<file path="src/rtl/frame_scan_sequencer.sv">
// LED matrix row fetcher: reads each row of a double-buffered frame from pixel RAM
// through one read-only arbiter port and streams it to the row driver.
module frame_scan_sequencer #(
   parameter int ADDRESS_WIDTH   = 25,
   parameter int DATA_WIDTH      = 16,
   parameter int COLS            = 64,
   parameter int ROWS            = 32,
   parameter int MAX_OUTSTANDING = 8
) (
   input  logic                      clk,
   input  logic                      reset_n,
   input  logic                      start,
   input  logic                      swap_req,
   input  logic [ADDRESS_WIDTH-1:0]  base_addr_0,
   input  logic [ADDRESS_WIDTH-1:0]  base_addr_1,
   output logic [ADDRESS_WIDTH-1:0]  mem_address,
   output logic                      mem_wr,
   output logic                      mem_req,
   input  logic                      mem_fifo_full,
   input  logic [DATA_WIDTH-1:0]     mem_data,
   input  logic                      mem_data_ready,
   output logic [DATA_WIDTH-1:0]     pix_data,
   output logic                      pix_valid,
   output logic [$clog2(COLS)-1:0]   pix_col,
   output logic [$clog2(ROWS)-1:0]   pix_row,
   output logic                      row_done,
   input  logic                      row_ack,
   output logic                      frame_done,
   output logic                      active_buffer,
   output logic                      busy,
   output logic                      resp_err
);

   localparam int COL_W = $clog2(COLS);
   localparam int ROW_W = $clog2(ROWS);
   localparam int CNT_W = $clog2(COLS + 1);
   localparam int OUT_W = $clog2(MAX_OUTSTANDING + 1);

   typedef enum logic [1:0] {IDLE, FETCH, WAIT_ACK} state_t;

   state_t                   state_q;
   logic [ADDRESS_WIDTH-1:0] row_base_q;
   logic [CNT_W-1:0]         issued_q;
   logic [CNT_W-1:0]         received_q;
   logic [OUT_W-1:0]         outstanding_q;
   logic [ROW_W-1:0]         row_q;
   logic                     swap_pending_q;
   logic                     active_buffer_q;
   logic                     resp_err_q;
   logic                     pix_valid_q;
   logic                     row_done_q;
   logic                     frame_done_q;
   logic [DATA_WIDTH-1:0]    pix_data_q;
   logic [COL_W-1:0]         pix_col_q;

   logic accept;
   logic resp_ok;

   assign mem_req = (state_q == FETCH) &&
                    (issued_q < CNT_W'(COLS)) &&
                    (outstanding_q < OUT_W'(MAX_OUTSTANDING));
   assign accept  = mem_req && !mem_fifo_full;
   // A response with nothing in flight is a protocol error and is discarded.
   assign resp_ok = mem_data_ready && (outstanding_q != '0);

   assign mem_address   = row_base_q + ADDRESS_WIDTH'(issued_q);
   assign mem_wr        = 1'b0;
   assign pix_data      = pix_data_q;
   assign pix_valid     = pix_valid_q;
   assign pix_col       = pix_col_q;
   assign pix_row       = row_q;
   assign row_done      = row_done_q;
   assign frame_done    = frame_done_q;
   assign active_buffer = active_buffer_q;
   assign busy          = (state_q != IDLE);
   assign resp_err      = resp_err_q;

   always_ff @(posedge clk) begin
      if (!reset_n) begin
         state_q         <= IDLE;
         row_base_q      <= '0;
         issued_q        <= '0;
         received_q      <= '0;
         outstanding_q   <= '0;
         row_q           <= '0;
         swap_pending_q  <= 1'b0;
         active_buffer_q <= 1'b0;
         resp_err_q      <= 1'b0;
         pix_valid_q     <= 1'b0;
         row_done_q      <= 1'b0;
         frame_done_q    <= 1'b0;
         pix_data_q      <= '0;
         pix_col_q       <= '0;
      end else begin
         pix_valid_q    <= 1'b0;
         row_done_q     <= 1'b0;
         frame_done_q   <= 1'b0;
         swap_pending_q <= swap_pending_q | swap_req;
         outstanding_q  <= outstanding_q + OUT_W'(accept) - OUT_W'(resp_ok);

         if (accept)
            issued_q <= issued_q + CNT_W'(1);
         if (mem_data_ready && !resp_ok)
            resp_err_q <= 1'b1;

         if (resp_ok) begin
            pix_valid_q <= 1'b1;
            pix_data_q  <= mem_data;
            pix_col_q   <= received_q[COL_W-1:0];
            received_q  <= received_q + CNT_W'(1);
            if (received_q == CNT_W'(COLS - 1)) begin
               row_done_q <= 1'b1;
               state_q    <= WAIT_ACK;
            end
         end

         case (state_q)
            IDLE: begin
               // The frame_done cycle itself still belongs to the finished frame.
               if (start && !frame_done_q) begin
                  row_base_q <= active_buffer_q ? base_addr_1 : base_addr_0;
                  issued_q   <= '0;
                  received_q <= '0;
                  row_q      <= '0;
                  state_q    <= FETCH;
               end
            end
            WAIT_ACK: begin
               if (row_ack) begin
                  if (row_q != ROW_W'(ROWS - 1)) begin
                     row_q      <= row_q + ROW_W'(1);
                     row_base_q <= row_base_q + ADDRESS_WIDTH'(COLS);
                     issued_q   <= '0;
                     received_q <= '0;
                     state_q    <= FETCH;
                  end else begin
                     frame_done_q <= 1'b1;
                     state_q      <= IDLE;
                     // A swap_req landing on the toggle cycle stays pending for the next frame.
                     if (swap_pending_q) begin
                        active_buffer_q <= ~active_buffer_q;
                        swap_pending_q  <= swap_req;
                     end
                  end
               end
            end
            default: ;
         endcase
      end
   end

endmodule

</file>
<file path="config.mk">
export PLATFORM = sky130hd
export DESIGN_NAME = frame_scan_sequencer
export DESIGN_NICKNAME = d
export VERILOG_FILES = /design/src/rtl/frame_scan_sequencer.sv
export SDC_FILE = /design/constraint.sdc
export NUM_CORES = 1
export LEC_CHECK = 0
export ABC_AREA = 0
export CAP_MARGIN = 20
export CORE_UTILIZATION = 45
export DETAILED_ROUTE_END_ITERATION = 16
export MAX_ROUTING_LAYER = met4
export PLACE_DENSITY_LB_ADDON = 0.2
export SKIP_LAST_GASP = 1
export SLEW_MARGIN = 30
export SYNTH_ARGS = -nofsm -noshare
export SYNTH_HDL_FRONTEND = slang
export SYNTH_SLANG_ARGS = --single-unit
</file>
<file path="constraint.sdc">
create_clock -name clk -period 3.7 [get_ports clk]
set_clock_uncertainty 0.15 [all_clocks]
set_input_delay 0.37 -clock clk [delete_from_list [all_inputs] [get_ports clk]]
set_output_delay 0.37 -clock clk [all_outputs]
set_load 0.02 [all_outputs]
</file>
==> impl_results.md, run 1 <==
- P_int: between 1.5 and 2 mW
- R2r setup slk: between 800 and 900 ps
- Ys flop type: dfxtp_1
- DIE HEIGHT: roughly 100 um
- Final Cycle Share: 93.9%
- Number of I/O pins: roughly 130
- CP peak stage delay: 650 ps
- Placement Rows: 36
- Nets: 772
- Number of global-route vias before repair: about 4,300
- Critical path's slowest cell: clkdlybuf4s50_1
- Seq pwr share: 40.9%
- Count of buffers from port buffering: between 100 and 150
- Post-Synth Adder-Cell Area: 5.60%
- Number of synthesized flops with an enable pin: 0
- Number of remaining DRC errors: 0
- Critical R2R Capture: outstanding_q[2]$_SDFF_PN0_
- Crit path kind: reg -> out
- Dpl cells: between 800 and 900
- Max Root-Sink Buffers: 2
- Post-synthesis xor/xnor area fraction: 7.18%
- Post-Route WL: 13,000 um
- Setup TNS: 0 ps
- Via density: 5.59
- CTS Buf Count: 9
- Post-DRT Antenna Nets: 0
- CP startpoint kind: register
- PostCTS Resize Cnt: 0
- Clk sinks: 78
- Die X: 102 um
- Largest family of logic cells by synthesized area: simple AND/OR/NAND/NOR gates
- WHS: 308 ps
- Post-CTS Hold Fix Bufs: 0
- Pins over their slew limit: 0
- Die Area: 10,400 um^2
- Drt wl/cell: 15.8 um
- Pre-Repair DR Iteration Count: 5
- Status: finished clean
- Max frequency: 288 MHz
- Worst vdd ir: 0.261 mV
- Worst-path fanout max: 4
- Register area share after synthesis: about 35%
- CP required: 3180 ps
- Total track usage: between 20% and 30%
- Mux cell area share after synthesis: 5.66%
- Total gr overflow: 0
- Post-Syn Nets: 661
- Synth cell types: 56
- CP arrival: 2950 ps
- Largest net degree at the start of global routing: 35
- Clock Latency Late Sink: 350 ps
- Syn Inst Count: around 570
- Core ar.: 9730 um^2
- Crit path buf inv count: 1
- Synth Register Bits: 78
- Compound-Gate Fraction of Synth Area: 16.3%
- Crit path max-delay family: compound AO/OA/AOI/OAI gates
- Hold path startpoint: pix_col[0]$_SDFFE_PN0N_
- Endpoints failing setup: 0
- CP Cell Sequence: ha_1 -> fa_1 -> a211oi_1 -> o21ai_1 -> a211o_1 -> o2111ai_1 -> clkdlybuf4s50_1
- Slew margin rel.: 45.1%
- Sw frac: 32.1%
- Max-cap violations: 0
- Yosys warning total: 0
- Initial antenna violation count: 0
- Fin. Hold Viols: 0
- Worst min-delay path endpoint: pix_col[0]$_SDFFE_PN0N_
- P per Cell Area: around 400 nW/um^2
- Global-route wire length before repair: 20,600 um
- Initial Util: between 40 and 50%
- Drt initial violations: 246
- Async SR Flop Fraction: 0%
- Tot Pwr: about 2.5 mW
- Crit path time final: 3470 ps
- Area Growth Syn to Fin: 35.8%
- Via count: about 4,600
- ANT cells: 0
- Mean post-synth cell area: slightly below 8 um^2
- Clock tree root driver cell: clkbuf_8
- Synth Area in Simple Gates: roughly a quarter
- Worst slew pin tran: 824 ps
- RSZ-0062 raised after global routing: no
- Sw power: 0.789 mW
- CTS clock-pin slew for the worst setup and hold paths: 80 ps
- Comb power frac: 29.1%
- Hold Path Cell Cnt: 2
- Setup crit end kind: primary output
- Syn Std Cell Area: approximately 4500 um^2
- Hold WC Path Type: reg -> reg
- Hpwl dp: 9450 um
- CTS tree: built
- Worst R2R Start: state_q[0]$_SDFF_PN0_
- Layout cell share with drive strength beyond 1: 5.55%
- Static leakage: roughly 2.2 nW
- H-tree depth: 3
- Finished Layout Cells: 818
- Cells on worst reg2reg path: 10
- Filler Cell Count: 864
- GP Congestion: about 0.9
- Clk pwr share: 30.0%
-- through the flow --
| step | worst slack, ps | util, % | cell area [um^2] |
|---|---|---|---|
| floorplan | 965 | - | 4510 |
| global placement | 575 | 60.5 | 5880 |
| detailed placement | 516 | 60.5 | 5880 |
| CTS | 118 | 62.8 | 6110 |
| global route | 115 | 62.9 | 6120 |
| finish | 226 | 62.9 | 6120 |
-- logic make-up after synthesis --
group,Yosys count
and+or+nand+nor,230
AOI/OAI and AO/OA,120
adders and majority gates,19
other,1
DFF,78
muxes,25
buffers and inverters,59
xor gates and xnor gates,37
-- cell usage after synthesis, types with 4 or more instances --
library cell	instances	area share, %
o21ai_1	14	1.6
or3_1	4	0.55
o21ai_0	5	0.55
a21o_1	4	0.67
o22ai_1	4	0.55
buf_2	10	1.1
nor4_1	11	1.5
clkbuf_1	27	2.2
and2_1	4	0.55
ha_1	17	4.7
inv_1	16	1.3
a31oi_1	4	0.55
nor3_1	11	1.2
a211oi_1	8	1.3
xnor2_1	28	5.4
dfxtp_1	78	35
nor2b_1	4	0.55
nand3_1	22	2.4
nor2_1	50	4.2
o211ai_1	9	1.5
nand4_1	19	2.6
nand2_1	79	6.6
and3_1	6	0.83
xor2_1	9	1.7
a21oi_1	52	5.8
mux2_2	4	1.0
mux2i_1	21	4.7
-- cells in the final DEF, fill, tap and decap left out, types with 4 or more instances in the layout --
| master | instances |
|---|---|
| a211oi_1 | 8 |
| a21o_1 | 4 |
| a21oi_1 | 52 |
| a31oi_1 | 4 |
| and2_1 | 4 |
| and3_1 | 6 |
| buf_4 | 10 |
| clkbuf_8 | 10 |
| clkdlybuf4s50_1 | 131 |
| dfxtp_1 | 78 |
| ha_1 | 17 |
| inv_1 | 16 |
| mux2_2 | 4 |
| mux2i_1 | 21 |
| nand2_1 | 79 |
| nand3_1 | 22 |
| nand4_1 | 19 |
| nor2_1 | 50 |
| nor2b_1 | 4 |
| nor3_1 | 11 |
| nor4_1 | 11 |
| o211ai_1 | 9 |
| o21ai_0 | 5 |
| o21ai_1 | 14 |
| o22ai_1 | 4 |
| or3_1 | 4 |
| xnor2_1 | 28 |
| xor2_1 | 9 |
-- layer usage --
layer  global-route usage [%]  wire length [um]  up-vias
li1                         -                 -     2246
met1                     32.0              5590     2128
met2                     42.5              6270      175
met3                     4.58               854       20
met4                     8.46               239        0
met5                        -                 0        -
-- cell type report --
class | instances | area [um^2] | area share (%)
Multi-Input combinational cell | 432 | 2710 | 44.3
Clock buffer | 10 | 138 | 2.25
Sequential cell | 78 | 1560 | 25.5
Clock inverter | 6 | 93.8 | 1.53
Inverter | 18 | 67.6 | 1.10
Timing Repair Buffer | 141 | 1390 | 22.6
Tap cell | 133 | 166 | 2.72
-- worst max path at each step --
stage	from	to	slack [ps]	depth (start not counted)
2_1_floorplan	outstanding_q[2]$_SDFF_PN0_	outstanding_q[2]$_SDFF_PN0_	970	14
3_3_place_gp	issued_q[0]$_SDFF_PN0_	mem_address[12]	580	7
3_5_place_dp	issued_q[0]$_SDFF_PN0_	mem_address[12]	520	7
4_1_cts	issued_q[0]$_SDFF_PN0_	mem_address[12]	120	7
5_1_grt	issued_q[0]$_SDFF_PN0_	mem_address[8]	120	7
6_report	issued_q[0]$_SDFF_PN0_	mem_address[8]	230	7
-- worst min-delay path: stages, from the launching register on --
cell     delay, ps
dfxtp_1        320
nand2_1         50
a21oi_1         50
-- sequential cells by signal, indices dropped and copies added (netlist names) --
name,count
frame_done,1
outstanding_q,4
pix_col,6
issued_q,7
active_buffer,1
row_base_q,25
state_q,2
received_q,7
pix_data,16
pix_row,5
pix_valid,1
swap_pending_q,1
resp_err,1
row_done,1
-- what timing repair did --
| action | in CTS | in global routing |
|---|---|---|
| setup endpoints to repair | 0 | 5 |
| hold endpoints to repair | 0 | 0 |
| buffers inserted | 0 | 1 |
-- power groups by stage --
stage,Clock [mW],Combinational [mW],Sequential [mW]
after floorplan,0,0.400,1.04
after global placement,0,0.696,1.02
after detailed placement,0,0.719,1.02
after CTS,0.748,0.722,1.00
after global routing,0.788,0.795,1.02
final,0.738,0.715,1.00
Note: power is estimated with default switching activity, not from simulation.
==> run 2, diff against run 1 <==
--- a/config.mk
+++ b/config.mk
@@ -12,3 +12,3 @@
 export MAX_ROUTING_LAYER = met4
-export PLACE_DENSITY_LB_ADDON = 0.2
+export PLACE_DENSITY = 0.86
 export SKIP_LAST_GASP = 1
--- a/constraint.sdc
+++ b/constraint.sdc
@@ -4,2 +4,2 @@
 set_output_delay 0.37 -clock clk [all_outputs]
-set_load 0.02 [all_outputs]
+set_load 0.01 [all_outputs]
==> run 2 against run 1 <==
Cell area shrank 0.72%. Sequential power hardly changed. First-iteration DRC count down 15%. Sequential share of layout area rose by 0.18 points. Register-to-register slack worse by 20 ps. Final cell count is 0.24% lower. Utilization shrank 0.45 points. Worst setup slack got worse by 75 ps. Count of clock-buffer cells in the layout down 1. Die area is the same. Critical path type unchanged.
==> impl_results.md, run 2 (same netlist as run 1, synthesis figures left out) <==
- Pre-Repair DR Iteration Count: 5 (unchanged)
- Worst min-delay path endpoint: pix_data[7]$_SDFFE_PN0N_ (was pix_col[0]$_SDFFE_PN0N_)
- Crit path time final: 3550 ps (was 3470 ps)
- Setup crit end kind: primary output (unchanged)
- Post-Route WL: 13,100 um (was 13,000 um)
- P per Cell Area: 387 nW/um^2 (was 401 nW/um^2)
- CP arrival: 3030 ps (was 2950 ps)
- Fin. Hold Viols: 0 (unchanged)
- Total track usage: 26.1% (was 25.8%)
- Crit path kind: reg -> out (unchanged)
- Worst vdd ir: 0.298 mV (was 0.261 mV)
- RSZ-0062 raised after global routing: no (unchanged)
- Worst R2R Start: state_q[0]$_SDFF_PN0_ (unchanged)
- Critical R2R Capture: outstanding_q[2]$_SDFF_PN0_ (unchanged)
- Status: finished clean (unchanged)
- Area Growth Syn to Fin: 34.8% (was 35.8%)
- Max Root-Sink Buffers: 2 (unchanged)
- CP Cell Sequence: ha_1 -> fa_1 -> a211oi_1 -> o21ai_1 -> a211o_1 -> o2111ai_1 -> clkdlybuf4s50_1 (unchanged)
- Drt initial violations: 210 (was 246)
- Largest net degree at the start of global routing: 31 (was 35)
- CP required: 3180 ps (about the same)
- Worst slew pin tran: 836 ps (was 824 ps)
- Pins over their slew limit: 0 (unchanged)
- Dpl cells: 799 (was 801)
- R2r setup slk: 860 ps (was 880 ps)
- Top reg by flops: row_base_q (unchanged)
- Die Area: 10,400 um^2 (unchanged)
- Post-CTS Hold Fix Bufs: 0 (unchanged)
- Count of buffers from port buffering: 131 (unchanged)
- Initial Util: 46.4% (unchanged)
- Drt wl/cell: 16.1 um (was 15.8 um)
- Hold Path Cell Cnt: 2 (unchanged)
- Critical path's slowest cell: clkdlybuf4s50_1 (unchanged)
- WHS: 309 ps (was 308 ps)
- Hpwl dp: 9550 um (was 9450 um)
- Cells on worst reg2reg path: 10 (unchanged)
- Via count: 4,687 (was 4,569)
- Met2 usage in global routing: 44.3% (was 42.5%)
- Crit path buf inv count: 1 (unchanged)
- Total gr overflow: 0 (unchanged)
- Layer with the highest usage: met2 (unchanged)
- Final WS setup: 151 ps (was 226 ps)
- Clock Latency Late Sink: 360 ps (was 350 ps)
- Die X: 102 um (unchanged)
- Crit path max-delay family: compound AO/OA/AOI/OAI gates (unchanged)
- ANT cells: 0 (unchanged)
- GRT met1 Usage: 30.1% (was 32.0%)
- Placement Rows: 36 (unchanged)
- Clock tree root driver cell: clkbuf_8 (unchanged)
- H-tree depth: 3 (unchanged)
- Layout cell share with drive strength beyond 1: 5.27% (was 5.55%)
- Worst-path fanout max: 4 (unchanged)
- Post-DRT Antenna Nets: 0 (unchanged)
- Via density: 5.74 (was 5.59)
- Nets: 770 (was 772)
- Most frequent cells in the layout: 131 x clkdlybuf4s50_1, 79 x nand2_1, 78 x dfxtp_1 (unchanged)
- Setup TNS: 0 ps (unchanged)
- Clk sinks: 78 (unchanged)
- Finished Layout Cells: 816 (was 818)
- Hold WC Path Type: reg -> reg (unchanged)
- Core ar.: 9730 um^2 (unchanged)
- Initial antenna violation count: 0 (unchanged)
- CTS clock-pin slew for the worst setup and hold paths: 90 ps (was 80 ps)
- Multi-input combinational cell area: 2710 um^2 (unchanged)
- Commonest non-fill, non-tap cell in the layout: clkdlybuf4s50_1 (unchanged)
- Final Cycle Share: 95.9% (was 93.9%)
- Number of global-route vias before repair: 4,480 (was 4,341)
- Filler Cell Count: 856 (was 864)
- Reg area: 1560 um^2 (unchanged)
- Endpoints failing setup: 0 (unchanged)
- CTS tree: built (unchanged)
- Tot Pwr: 2.35 mW (was 2.46 mW)
- CP startpoint kind: register (unchanged)
- Hold path startpoint: pix_data[7]$_SDFFE_PN0N_ (was pix_col[0]$_SDFFE_PN0N_)
- Max frequency: 282 MHz (was 288 MHz)
- CP peak stage delay: 600 ps (was 650 ps)
- Slew margin rel.: 44.3% (was 45.1%)
- Static leakage: 2.15 nW (was 2.17 nW)
- Place WS: 465 ps (was 516 ps)
- Max FFs per register: 25 (unchanged)
- DIE HEIGHT: 102 um (unchanged)
- Global-route wire length before repair: 20,800 um (was 20,600 um)
- Number of I/O pins: 133 (unchanged)
- GR Util met3: 4.58% (unchanged)
- GP Congestion: 0.891 (was 0.897)
- Max-cap violations: 0 (unchanged)
- Number of remaining DRC errors: 0 (unchanged)
- CTS Buf Count: 9 (unchanged)
## run 2: routing by layer
metal  share of wire [%]  wire, um
met1                  41      5350
met2                  49      6410
met3                 8.4      1110
met4                 2.0       267
met5                   0         0
## run 2: worst min-delay path, delay by kind of cell (launching register included)
family | cells | cell delay [ps]
compound gates | 1 | 50
flops | 1 | 320
simple gates | 1 | 50
## run 2: through the flow
step	util [%]	cell area [um^2]
after detailed placement	60.3	5870
after global routing	62.5	6080
after global placement	60.3	5870
after CTS	62.4	6070
final	62.5	6080
after floorplan	-	4510
## run 2: layout make-up
| type | count | share of cell area [%] |
|---|---|---|
| Sequential cell | 78 | 25.7 |
| Multi-Input combinational cell | 432 | 44.6 |
| Clock buffer | 9 | 2.04 |
| Clock inverter | 7 | 1.30 |
| Inverter | 18 | 1.11 |
| Timing Repair Buffer | 139 | 22.6 |
| Tap cell | 133 | 2.74 |
## run 2: worst max-delay path by stage
stage                                       end  slack, ps  depth (start not counted)                        start
finish                           mem_address[8]        150                          7       issued_q[0]$_SDFF_PN0_
detailed placement              mem_address[24]        460                          7       issued_q[0]$_SDFF_PN0_
floorplan           outstanding_q[2]$_SDFF_PN0_        970                         14  outstanding_q[2]$_SDFF_PN0_
CTS                             mem_address[24]         70                          7       issued_q[0]$_SDFF_PN0_
global route                     mem_address[8]         60                          7       issued_q[0]$_SDFF_PN0_
global placement                mem_address[12]        640                          7       issued_q[0]$_SDFF_PN0_
## run 2: what timing repair did
item,CTS,global route
endpoints found under the setup margin,0,8
gates resized for setup,0,0
setup buffers,0,1
## run 2: report_power, final
part | switching, mW | internal (mW)
Clock | 0.350 | 0.319
Sequential | 0.0772 | 0.927
Combinational | 0.337 | 0.340
Total | 0.765 | 1.59
